==> src/rtl/uart_pkg.sv <==
// Shared UART definitions: receiver state encoding, parity-type constants
// and the parity helper used by both the RX and TX halves of the UART.
package uart_pkg;

   typedef enum logic [2:0] {
      IDLE,
      START,
      DATA,
      PARITY,
      STOP
   } uart_rx_state_e;

   localparam logic PAR_EVEN = 1'b0;
   localparam logic PAR_ODD  = 1'b1;

   // Turns the XOR-reduction of a data word into the parity bit the far end sends
   function automatic logic parityBit(input logic redXor, input logic parTyp);
      return (parTyp == PAR_EVEN) ? redXor : ~redXor;
   endfunction

endpackage

==> src/rtl/uart_rx_if.sv <==
// Core-side view of the UART receiver: serial line and frame configuration
// going in, received word and status strobes coming out.
interface uart_rx_if #(
   parameter int WIDTH = 8
) ();

   logic             RX_IN;
   logic             PAR_EN;
   logic             PAR_TYP;
   logic [WIDTH-1:0] P_DATA;
   logic             DATA_VALID;
   logic             PAR_ERR;
   logic             STP_ERR;
   logic             Busy;

   // Environment side: drives the line and configuration, consumes results
   modport master (
      output RX_IN, PAR_EN, PAR_TYP,
      input  P_DATA, DATA_VALID, PAR_ERR, STP_ERR, Busy
   );

   // Receiver side
   modport slave (
      input  RX_IN, PAR_EN, PAR_TYP,
      output P_DATA, DATA_VALID, PAR_ERR, STP_ERR, Busy
   );

endinterface

==> src/rtl/uart_rx_sampler.sv <==
// Front end of the UART receiver: brings RX into the clock domain, keeps the
// position inside the current bit and majority-votes three mid-bit samples.
module uart_rx_sampler #(
   parameter int PRESCALE = 8
) (
   input  logic                        clk,
   input  logic                        rst,
   input  logic                        rxIn_i,
   input  logic                        en_i,
   output logic                        syncRx_o,
   output logic [$clog2(PRESCALE)-1:0] edgeCnt_o,
   output logic                        sampledBit_o,
   output logic                        sampleValid_o
);

   localparam int CNT_W = $clog2(PRESCALE);
   localparam int MID   = PRESCALE / 2;

   logic             meta_q;
   logic             sync_q;
   logic [CNT_W-1:0] edgeCnt_q;
   logic             sampleA_q;
   logic             sampleB_q;

   // Two-flop synchronizer; both flops come out of reset at the idle level
   always_ff @(posedge clk) begin
      if (rst) begin
         meta_q <= 1'b1;
         sync_q <= 1'b1;
      end else begin
         meta_q <= rxIn_i;
         sync_q <= meta_q;
      end
   end

   // Bit-phase counter, held at zero while the receiver is idle
   always_ff @(posedge clk) begin
      if (rst || !en_i) begin
         edgeCnt_q <= '0;
      end else if (edgeCnt_q == CNT_W'(PRESCALE - 1)) begin
         edgeCnt_q <= '0;
      end else begin
         edgeCnt_q <= edgeCnt_q + 1'b1;
      end
   end

   // Captures the first two of the three votes; the third is the live line
   always_ff @(posedge clk) begin
      if (rst) begin
         sampleA_q <= 1'b1;
         sampleB_q <= 1'b1;
      end else if (en_i) begin
         if (edgeCnt_q == CNT_W'(MID - 1)) sampleA_q <= sync_q;
         if (edgeCnt_q == CNT_W'(MID))     sampleB_q <= sync_q;
      end
   end

   assign syncRx_o      = sync_q;
   assign edgeCnt_o     = edgeCnt_q;
   assign sampledBit_o  = (sampleA_q & sampleB_q) | (sampleA_q & sync_q) | (sampleB_q & sync_q);
   assign sampleValid_o = en_i && (edgeCnt_q == CNT_W'(MID + 1));

endmodule

==> src/rtl/uart_rx_top.sv <==
// UART receiver: frames start/data/parity/stop bits from the oversampled
// line and reports each frame with a one-cycle strobe.
module uart_rx_top
   import uart_pkg::*;
#(
   parameter int WIDTH    = 8,
   parameter int PRESCALE = 8
) (
   input  logic     CLK,
   input  logic     RST,
   uart_rx_if.slave bus
);

   localparam int CNT_W = $clog2(PRESCALE);
   localparam int BIT_W = (WIDTH > 1) ? $clog2(WIDTH) : 1;

   uart_rx_state_e   state_q;
   logic [BIT_W-1:0] bitCnt_q;
   logic [WIDTH-1:0] shiftReg_q;
   logic             parEn_q;
   logic             parTyp_q;
   logic             parErrR_q;
   logic             armed_q;
   logic [WIDTH-1:0] pData_q;
   logic             dataValid_q;
   logic             parErr_q;
   logic             stpErr_q;

   logic             syncRx;
   logic [CNT_W-1:0] edgeCnt;
   logic             sampledBit;
   logic             sampleValid;
   logic             bitWrap;

   uart_rx_sampler #(
      .PRESCALE(PRESCALE)
   ) u_sampler (
      .clk          (CLK),
      .rst          (RST),
      .rxIn_i       (bus.RX_IN),
      .en_i         (state_q != IDLE),
      .syncRx_o     (syncRx),
      .edgeCnt_o    (edgeCnt),
      .sampledBit_o (sampledBit),
      .sampleValid_o(sampleValid)
   );

   assign bitWrap = (edgeCnt == CNT_W'(PRESCALE - 1));

   // Frame FSM with registered result/strobe outputs. armed_q blocks a new
   // start until the line has been seen high, so a held-low line (break)
   // yields one errored frame instead of a stream of them.
   always_ff @(posedge CLK) begin
      if (RST) begin
         state_q     <= IDLE;
         bitCnt_q    <= '0;
         shiftReg_q  <= '0;
         parEn_q     <= 1'b0;
         parTyp_q    <= PAR_EVEN;
         parErrR_q   <= 1'b0;
         armed_q     <= 1'b1;
         pData_q     <= '0;
         dataValid_q <= 1'b0;
         parErr_q    <= 1'b0;
         stpErr_q    <= 1'b0;
      end else begin
         dataValid_q <= 1'b0;
         parErr_q    <= 1'b0;
         stpErr_q    <= 1'b0;
         case (state_q)
            IDLE: begin
               if (syncRx) begin
                  armed_q <= 1'b1;
               end else if (armed_q) begin
                  state_q   <= START;
                  parEn_q   <= bus.PAR_EN;
                  parTyp_q  <= bus.PAR_TYP;
                  bitCnt_q  <= '0;
                  parErrR_q <= 1'b0;
               end
            end
            START: begin
               if (sampleValid && sampledBit) begin
                  state_q <= IDLE;
               end else if (bitWrap) begin
                  state_q <= DATA;
               end
            end
            DATA: begin
               if (sampleValid) begin
                  shiftReg_q <= {sampledBit, shiftReg_q[WIDTH-1:1]};
               end
               if (bitWrap) begin
                  if (bitCnt_q == BIT_W'(WIDTH - 1)) begin
                     bitCnt_q <= '0;
                     state_q  <= parEn_q ? PARITY : STOP;
                  end else begin
                     bitCnt_q <= bitCnt_q + 1'b1;
                  end
               end
            end
            PARITY: begin
               if (sampleValid) begin
                  parErrR_q <= (sampledBit != parityBit(^shiftReg_q, parTyp_q));
               end
               if (bitWrap) begin
                  state_q <= STOP;
               end
            end
            STOP: begin
               if (sampleValid) begin
                  state_q     <= IDLE;
                  armed_q     <= sampledBit;
                  pData_q     <= shiftReg_q;
                  parErr_q    <= parErrR_q;
                  stpErr_q    <= ~sampledBit;
                  dataValid_q <= ~parErrR_q & sampledBit;
               end
            end
            default: state_q <= IDLE;
         endcase
      end
   end

   assign bus.P_DATA     = pData_q;
   assign bus.DATA_VALID = dataValid_q;
   assign bus.PAR_ERR    = parErr_q;
   assign bus.STP_ERR    = stpErr_q;
   assign bus.Busy       = (state_q != IDLE);

endmodule
==> src/flat_wrapper.sv <==
// flat-port wrapper written by rule: the top's interface ports become plain ports
module uart_rx_top_flat import uart_pkg::*;
#(
   parameter int WIDTH    = 8,
   parameter int PRESCALE = 8
)
  (CLK, RST, bus_RX_IN, bus_PAR_EN, bus_PAR_TYP, bus_P_DATA, bus_DATA_VALID, bus_PAR_ERR, bus_STP_ERR, bus_Busy);
  uart_rx_if #(.WIDTH(WIDTH)) bus_i ();
  input  logic CLK;
  input  logic RST;
  input wire logic [$bits(bus_i.RX_IN)-1:0] bus_RX_IN;
  input wire logic [$bits(bus_i.PAR_EN)-1:0] bus_PAR_EN;
  input wire logic [$bits(bus_i.PAR_TYP)-1:0] bus_PAR_TYP;
  output wire logic [$bits(bus_i.P_DATA)-1:0] bus_P_DATA;
  output wire logic [$bits(bus_i.DATA_VALID)-1:0] bus_DATA_VALID;
  output wire logic [$bits(bus_i.PAR_ERR)-1:0] bus_PAR_ERR;
  output wire logic [$bits(bus_i.STP_ERR)-1:0] bus_STP_ERR;
  output wire logic [$bits(bus_i.Busy)-1:0] bus_Busy;
  assign bus_i.RX_IN = bus_RX_IN;
  assign bus_i.PAR_EN = bus_PAR_EN;
  assign bus_i.PAR_TYP = bus_PAR_TYP;
  assign bus_P_DATA = bus_i.P_DATA;
  assign bus_DATA_VALID = bus_i.DATA_VALID;
  assign bus_PAR_ERR = bus_i.PAR_ERR;
  assign bus_STP_ERR = bus_i.STP_ERR;
  assign bus_Busy = bus_i.Busy;
  uart_rx_top #(.WIDTH(WIDTH), .PRESCALE(PRESCALE)) u_core (.CLK(CLK), .RST(RST), .bus(bus_i));
endmodule
==> config.mk <==
export PLATFORM = sky130hd
export DESIGN_NAME = uart_rx_top_flat
export DESIGN_NICKNAME = d
export VERILOG_FILES = /design/src/rtl/uart_pkg.sv /design/src/rtl/uart_rx_if.sv /design/src/rtl/uart_rx_sampler.sv /design/src/rtl/uart_rx_top.sv /design/src/flat_wrapper.sv
export SDC_FILE = /design/constraint.sdc
export NUM_CORES = 1
export LEC_CHECK = 0
export ABC_AREA = 1
export BUFFER_PORTS_ARGS = -buffer_cell sky130_fd_sc_hd__buf_2
export CAP_MARGIN = 5
export CORE_MARGIN = 10
export CORE_UTILIZATION = 51
export DETAILED_ROUTE_END_ITERATION = 7
export PLACE_DENSITY = 0.79
export REMOVE_ABC_BUFFERS = 1
export SLEW_MARGIN = 5
export SYNTH_ARGS = -nofsm -noshare
export SYNTH_HDL_FRONTEND = slang
export SYNTH_HIERARCHICAL = 1
export SYNTH_SLANG_ARGS = --single-unit
==> constraint.sdc <==
create_clock -name CLK -period 2.4 [get_ports CLK]
set_input_delay 0.12 -clock CLK [delete_from_list [all_inputs] [get_ports CLK]]
set_output_delay 0.12 -clock CLK [all_outputs]
set_load 0.03 [all_outputs]
==> metrics.md, run 1 <==
| Metric | Value |
|---|---|
| Status | `finished, final reports clean` |
| Max-slew violations | `0` |
| Post-synthesis sequential area ratio | `42.3%` |
| Drt via density | `4.93` |
| Max Freq | `0.519 GHz` |
| Post-synth cell types | `27` |
| Final worst clock skew | `0.0105 ns` |
| Mean Syn Cell Area | `7.47 um^2` |
| Starting Density | `54.4%` |
| CP Launch Type | `register` |
| Sw power | `0.503 mW` |
| Post-synth EDFFs | `0` |
| Post_cts resized | `0` |
| Chip Height | `77.8 um` |
| DRT iter0 DRCs | `100` |
| Final #Nets | `260` |
| VDD IR max | `0.419 mV` |
| Comb pwr share | `28.8%` |
| Setup TNS | `0 ns` |
| DR DRC count | `0` |
| Clock Path Buffers | `2` |
| Power per cell area | `757 nW/um^2` |
| Congestion Overflow GR | `0` |
| Clock power frac | `23.5%` |
| Ant diodes | `0` |
| Max-capacitance violation count | `0` |
| Routed len/inst | `11.0 um` |
| Most used DFF post-synth | `dfxtp_1` |
| Maximum fanout along the worst path | `8` |
| DP HPWL | `2290 um` |
| Setup WS pre-CTS | `0.519 ns` |
| Io pins | `17` |
| Critical Path, Cell by Cell | `inv_2 -> nand2_2 -> nor2_2 -> inv_1 -> and3_2 -> inv_1 -> nand3_1 -> nand2_1 -> inv_1 -> nand2_2 -> o21ai_1 -> a21oi_1` |
| Detail Route Antenna Nets | `0` |
| Clock Pin Slew Worst Setup and Hold Paths | `0.10 ns` |
| CTS tree | `yes` |
| CP max-delay cell | `dfxtp_1` |
| Fraction of layout cells with a size suffix above 1 | `17.7%` |
| RSZ-0062 raised after global routing | `false` |
| WHS Path Cells | `2` |
| Slew of the pin with the lowest slew margin | `0.606 ns` |
| Die area | `6050 um^2` |
| Die W | `77.8 um` |
| Setup-failing EPs final | `0` |
| Port buffer count | `16` |
| Total number of vias | `1,445` |
| Switching share of power | `35.4%` |
| Final Hold Fails | `0` |
| Worst setup EP type | `register` |
| R2R cell count | `12` |
| Slew headroom | `59.5%` |
| Initial DRT Pass Iterations | `4` |
| # rows | `20` |
| Reg2reg start | `u_core/state_q[0]` |
| Area growth, synth to finish | `10.2%` |
| Mapped Area | `1700 um^2` |
| Hold path startpoint | `RST` |
| Cts bufs inserted | `5` |
| Static leakage | `0.879 nW` |
| Core area | `3130 um^2` |
| #FFs+latches synth | `36` |
| Required @ worst endpoint | `2.68 ns` |
| Ys Warns | `6` |
| Sequential fraction of design power | `47.7%` |
| Fraction of registers with async set/reset | `0%` |
| P_int | `0.918 mW` |
| Max incr delay on CP | `0.33 ns` |
| Htree depth | `2` |
| CP dominant cell by count | `inv_1` |
| Post-Route WL | `3230 um` |
| GR Util All Layers | `11.6%` |
| Arr. time, crit path | `2.20 ns` |
| Beginning of the critical path | `u_core/state_q[0]` |
| Largest net degree at the start of global routing | `24` |
| Vias in the first global route | `1,341` |
| Hold Crit Class | `primary input to register` |
| Cell count after synthesis | `228` |
| CTS Root Cell | `clkbuf_4` |
| Skew-Pair Late Insertion Delay | `0.34 ns` |
| Global-route wire length before repair | `5760 um` |
| Worst setup slack after layout | `0.475 ns` |
| Final min period | `1.93 ns` |
| WS Path Type | `register to register` |
| Period utilization | `80.2%` |
| RePlAce Congestion | `0.886` |
| Clk sink count | `36` |
| Initial antenna violation count | `0` |
kinds of logic after synthesis:
logic type / after synthesis / synth area share [%]
AOI/OAI and AO/OA: 55 / 17.6
xor gates and xnor gates: 1 / 0.514
adders and majority gates: 7 / 5.14
buffers and inverters: 37 / 9.04
DFF: 36 / 42.3
and+or+nand+nor: 92 / 25.3
critical path: cells and delay by family, from the launching register on:
family / cells / cell delay [ns]
buf+inv: 4 / 0.53
flops: 1 / 0.33
compound gates: 2 / 0.19
simple gates: 6 / 0.81
state kept, by name, summed over array words and instances (netlist names):
name and flops:
u_core/shiftReg_q 8, u_core/bitCnt_q 3, u_core/bus.DATA_VALID 1, u_core/parEn_q 1
u_core/parErrR_q 1, u_core/armed_q 1, u_core/u_sampler/edgeCnt_o 3, u_core/parTyp_q 1
u_core/u_sampler/meta_q 1, u_core/u_sampler/syncRx_o 1, u_core/bus.P_DATA 8, u_core/u_sampler/sampleB_q 1
u_core/bus.PAR_ERR 1, u_core/u_sampler/sampleA_q 1, u_core/state_q 3, u_core/bus.STP_ERR 1
through the flow:
step	hold slack [ns]	instance area, um^2	instances	power (mW)	utilization, %
after global routing	0.0473	1880	293	1.52	60.0
after global placement	0.303	1810	284	1.08	57.8
after floorplan	0.182	1670	224	1.01	-
after CTS	0.0336	1880	293	1.43	60.0
final	0.0472	1880	293	1.42	60.0
after detailed placement	0.305	1810	284	1.09	57.8
power by group through the flow:
stage / Clock [mW] / Sequential (mW) / Combinational [mW]
6_report: 0.334 / 0.678 / 0.409
5_1_grt: 0.365 / 0.685 / 0.471
4_1_cts: 0.346 / 0.677 / 0.406
3_5_place_dp: 0 / 0.689 / 0.401
3_3_place_gp: 0 / 0.688 / 0.396
2_1_floorplan: 0 / 0.684 / 0.328
final timing paths:
path,endpoint,slack (ns)
max,u_core/state_q[1],0.47
max reg2reg,u_core/state_q[1],0.47
min reg2reg,u_core/u_sampler/syncRx_o,0.42
min,u_core/shiftReg_q[7],0.05
routing by layer:
metal  share of wire (%)  wire, um  vias to the layer above  GRT usage [%]
met3                 5.0       162                        5           3.92
met4                 1.6        52                        0           5.47
met2                  44      1410                       26           18.4
li1                    -         -                      781              -
met5                   0         0                        -              0
met1                  50      1610                      633           13.6
repair_timing:
item	in CTS	in global routing
hold endpoints to repair	1	0
buffers inserted	0	0
hold buffers	1	0
cell usage after synthesis (3+ instances only):
library cell / number / area (um^2)
a21oi_1: 20 / 100
dfxtp_1: 36 / 721
ha_1: 7 / 87.6
inv_1: 29 / 109
inv_2: 4 / 15.0
nand2_1: 45 / 169
nand2_2: 3 / 18.8
nand3_1: 11 / 55.1
nor2_1: 18 / 67.6
nor2_4: 4 / 45.0
nor3_1: 3 / 15.0
o21ai_0: 19 / 95.1
o21ai_1: 10 / 50.1
layout make-up:
cell class                 instances  area [um^2]
clock buffer                       8         58.8
tap                               44         55.1
inverter                          33          124
multi-input combinational        155          828
sequential                        36          721
timing repair buffer              17         90.1
fill                             287         1250
placed cells by master (no fill, tap or decap), types with 3 or more instances in the layout:
master / count
nand2_1: 45
inv_1: 29
nand2_2: 3
inv_2: 4
ha_1: 7
a21oi_1: 20
nor2_1: 18
clkbuf_4: 5
nand3_1: 11
o21ai_1: 10
dfxtp_1: 36
buf_2: 16
nor3_1: 3
o21ai_0: 19
nor2_4: 4
Note: power is estimated with default switching activity, not from simulation.
==> run 2: changes to the inputs <==
ABC_AREA = 0   (was 1)
PLACE_DENSITY = 0.82   (was 0.79)
clock period = 1.65 ns   (was 2.4 ns; I/O delays follow)
==> metrics.md, run 2 <==
| Metric | Value |
|---|---|
| Status | `complete, but fails checks` |
| Failing checks | `setup timing` |
| Largest net degree at the start of global routing | `27` |
| Synth top cells by count | `dfxtp_1, nand2_1, nor2_1` |
| Commonest cells after routing, fill and taps aside | `dfxtp_1, nand2_1, nor2_1` |
| Power Total | `1.56 mW` |
| Setup-failing EPs final | `1` |
| Io pins | `17` |
| Clock Path Buffers | `2` |
| Largest area contributor in the netlist | `dfxtp_1` |
| Met1 usage | `12.7%` |
| Slew of the pin with the lowest slew margin | `0.439 ns` |
| Post-synthesis sequential area ratio | `45.0%` |
| CTS tree | `yes` |
| M2 GR Usage | `18.0%` |
| Port buffer count | `16` |
| # rows | `20` |
| Gr busiest metal | `met2` |
| Cts bufs inserted | `5` |
| Met3 usage | `4.25%` |
| Setup WS pre-CTS | `-0.158 ns` |
| Top-area cell type share of the netlist area | `45.0%` |
| Hold Crit Class | `primary input to register` |
| Cell count after synthesis | `176` |
| Bufs and invs on worst path | `1` |
| CP max-delay cell | `or4b_4` |
| Arr. time, crit path | `1.91 ns` |
| Largest cells by area after synthesis | `dfxtp_1, mux2i_1, ha_1` |
| Fillers | `251` |
| #FFs+latches synth | `36` |
| Initial antenna violation count | `0` |
| DR DRC count | `0` |
| RePlAce Congestion | `0.856` |
| Max Freq | `0.597 GHz` |
| Power per cell area | `776 nW/um^2` |
| Maximum fanout along the worst path | `12` |
| Chip Height | `76.0 um` |
| Required @ worst endpoint | `1.89 ns` |
| Ant diodes | `0` |
| Clk sink count | `36` |
| # Post-CTS Setup Buffers | `0` |
| Critical Path, Cell by Cell | `buf_4 -> or4b_4 -> a21oi_2 -> nor3b_1 -> a31o_2` |
| Htree depth | `2` |
| RSZ-0062 raised after global routing | `true` |
| Static leakage | `0.757 nW` |
| Mapped Area | `1600 um^2` |
| Final worst clock skew | `0.0104 ns` |
| Initial DRT Pass Iterations | `4` |
| Detail Route Antenna Nets | `0` |
| Crit-path leading delay family | `simple AND/OR/NAND/NOR gates` |
| Fraction of registers with async set/reset | `0%` |
| VDD IR max | `0.572 mV` |
| Mean Syn Cell Area | `9.10 um^2` |
| Skew-Pair Late Insertion Delay | `0.34 ns` |
| Final Hold Fails | `0` |
| Die area | `5780 um^2` |
| Ys Warns | `6` |
| Most frequent cell after synthesis | `dfxtp_1` |
| DP HPWL | `2230 um` |
| Post-synth EDFFs | `0` |
| WS Path Type | `register to register` |
| Vias in the first global route | `1,299` |
| Area growth, synth to finish | `25.2%` |
| Post-Route WL | `3300 um` |
| Starting Density | `52.9%` |
| Max incr delay on CP | `0.55 ns` |
| Drt via density | `5.24` |
| Slew headroom | `70.7%` |
| CTS Root Cell | `clkbuf_4` |
| DRT iter0 DRCs | `85` |
| Most used DFF post-synth | `dfxtp_1` |
| Routed len/inst | `13.1 um` |
| Max-capacitance violation count | `0` |
| Clock Pin Slew Worst Setup and Hold Paths | `0.11 ns` |
| GR Util All Layers | `11.1%` |
| Worst setup EP type | `register` |
| CP Launch Type | `register` |
| Post-synth cell types | `36` |
| Die W | `76.0 um` |
| Final min period | `1.68 ns` |
| Congestion Overflow GR | `0` |
| Final #Nets | `218` |
| Fraction of layout cells with a size suffix above 1 | `27.1%` |
| Max-slew violations | `0` |
| Worst setup slack after layout | `-0.0264 ns` |
| Global-route wire length before repair | `5510 um` |
| Core area | `3030 um^2` |
| Period utilization | `102%` |
| Reg area | `724 um^2` |
| Multi-input combinational cell area | `891 um^2` |
| Total number of vias | `1,314` |
| Most common cell after layout, fill and taps aside | `dfxtp_1` |
[run 2: changes by cell type after synthesis, sizes merged, moves of 3 or more]
| cell | delta |
|---|---|
| nand2 | -29 |
| o21ai | -28 |
| inv | -26 |
| mux2i | +11 |
| a21oi | -8 |
| xnor2 | +6 |
| nor2 | -5 |
| clkbuf | +4 |
| or3 | +4 |
| nand3 | -3 |
| nor3 | +3 |
| nor3b | +3 |
[run 2: cell type report]
cell class | count | share of cell area [%]
Multi-Input combinational cell | 124 | 44.4
Sequential cell | 36 | 36.1
Timing Repair Buffer | 32 | 11.6
Tap cell | 44 | 2.74
Clock buffer | 6 | 2.06
Clock inverter | 2 | 1.75
Inverter | 7 | 1.31
[run 2: kinds of logic after synthesis]
kind of cell               count (synthesis)  share of synthesized area [%]
and+or+nand+nor                           70                           22.3
adders and majority gates                  8                           6.09
DFF                                       36                           45.0
buffers and inverters                     16                           4.06
xor gates and xnor gates                   8                           5.23
AOI/OAI and AO/OA                         27                           10.5
muxes                                     11                           6.88
[run 2: repair_timing]
action                                 4_1_cts  5_1_grt
endpoints found under the hold margin        3        0
gates resized for setup                      6       14
setup endpoints to repair                   19       17
hold buffers                                 3        0
pin swaps                                    1        6
[run 2: worst paths after layout]
kind	start	endpoint	slack, ns	cells after the start
worst max-delay path	u_core/state_q[1]	u_core/parErrR_q	-0.03	5
worst min-delay path	RST	u_core/shiftReg_q[5]	0.16	2
worst max register to register	u_core/state_q[1]	u_core/parErrR_q	-0.03	5
worst min register to register	u_core/u_sampler/meta_q	u_core/u_sampler/syncRx_o	0.43	1
[run 2: where the power goes]
part | switching (mW) | internal, mW
sequential | 0.00370 | 0.875
clock | 0.285 | 0.317
combinational | 0.0433 | 0.0328
[run 2: metrics by stage]
step           area, um^2  utilization, %  TNS [ns]  hold slack [ns]  std cells
5_1_grt              2010            66.2    -0.137            0.175        251
6_report             2010            66.2   -0.0264            0.158        251
3_5_place_dp         1820            60.1     -1.34            0.272        240
2_1_floorplan        1560               -    -11.97            0.152        167
4_1_cts              1950            64.5         0            0.160        251
3_3_place_gp         1820            60.1    -0.558            0.266        240
[run 2: routing by layer]
| metal | vias up | wire length, um |
|---|---|---|
| met4 | 0 | 56 |
| met5 | - | 0 |
| met3 | 6 | 136 |
| met2 | 28 | 1570 |
| li1 | 669 | - |
| met1 | 611 | 1530 |
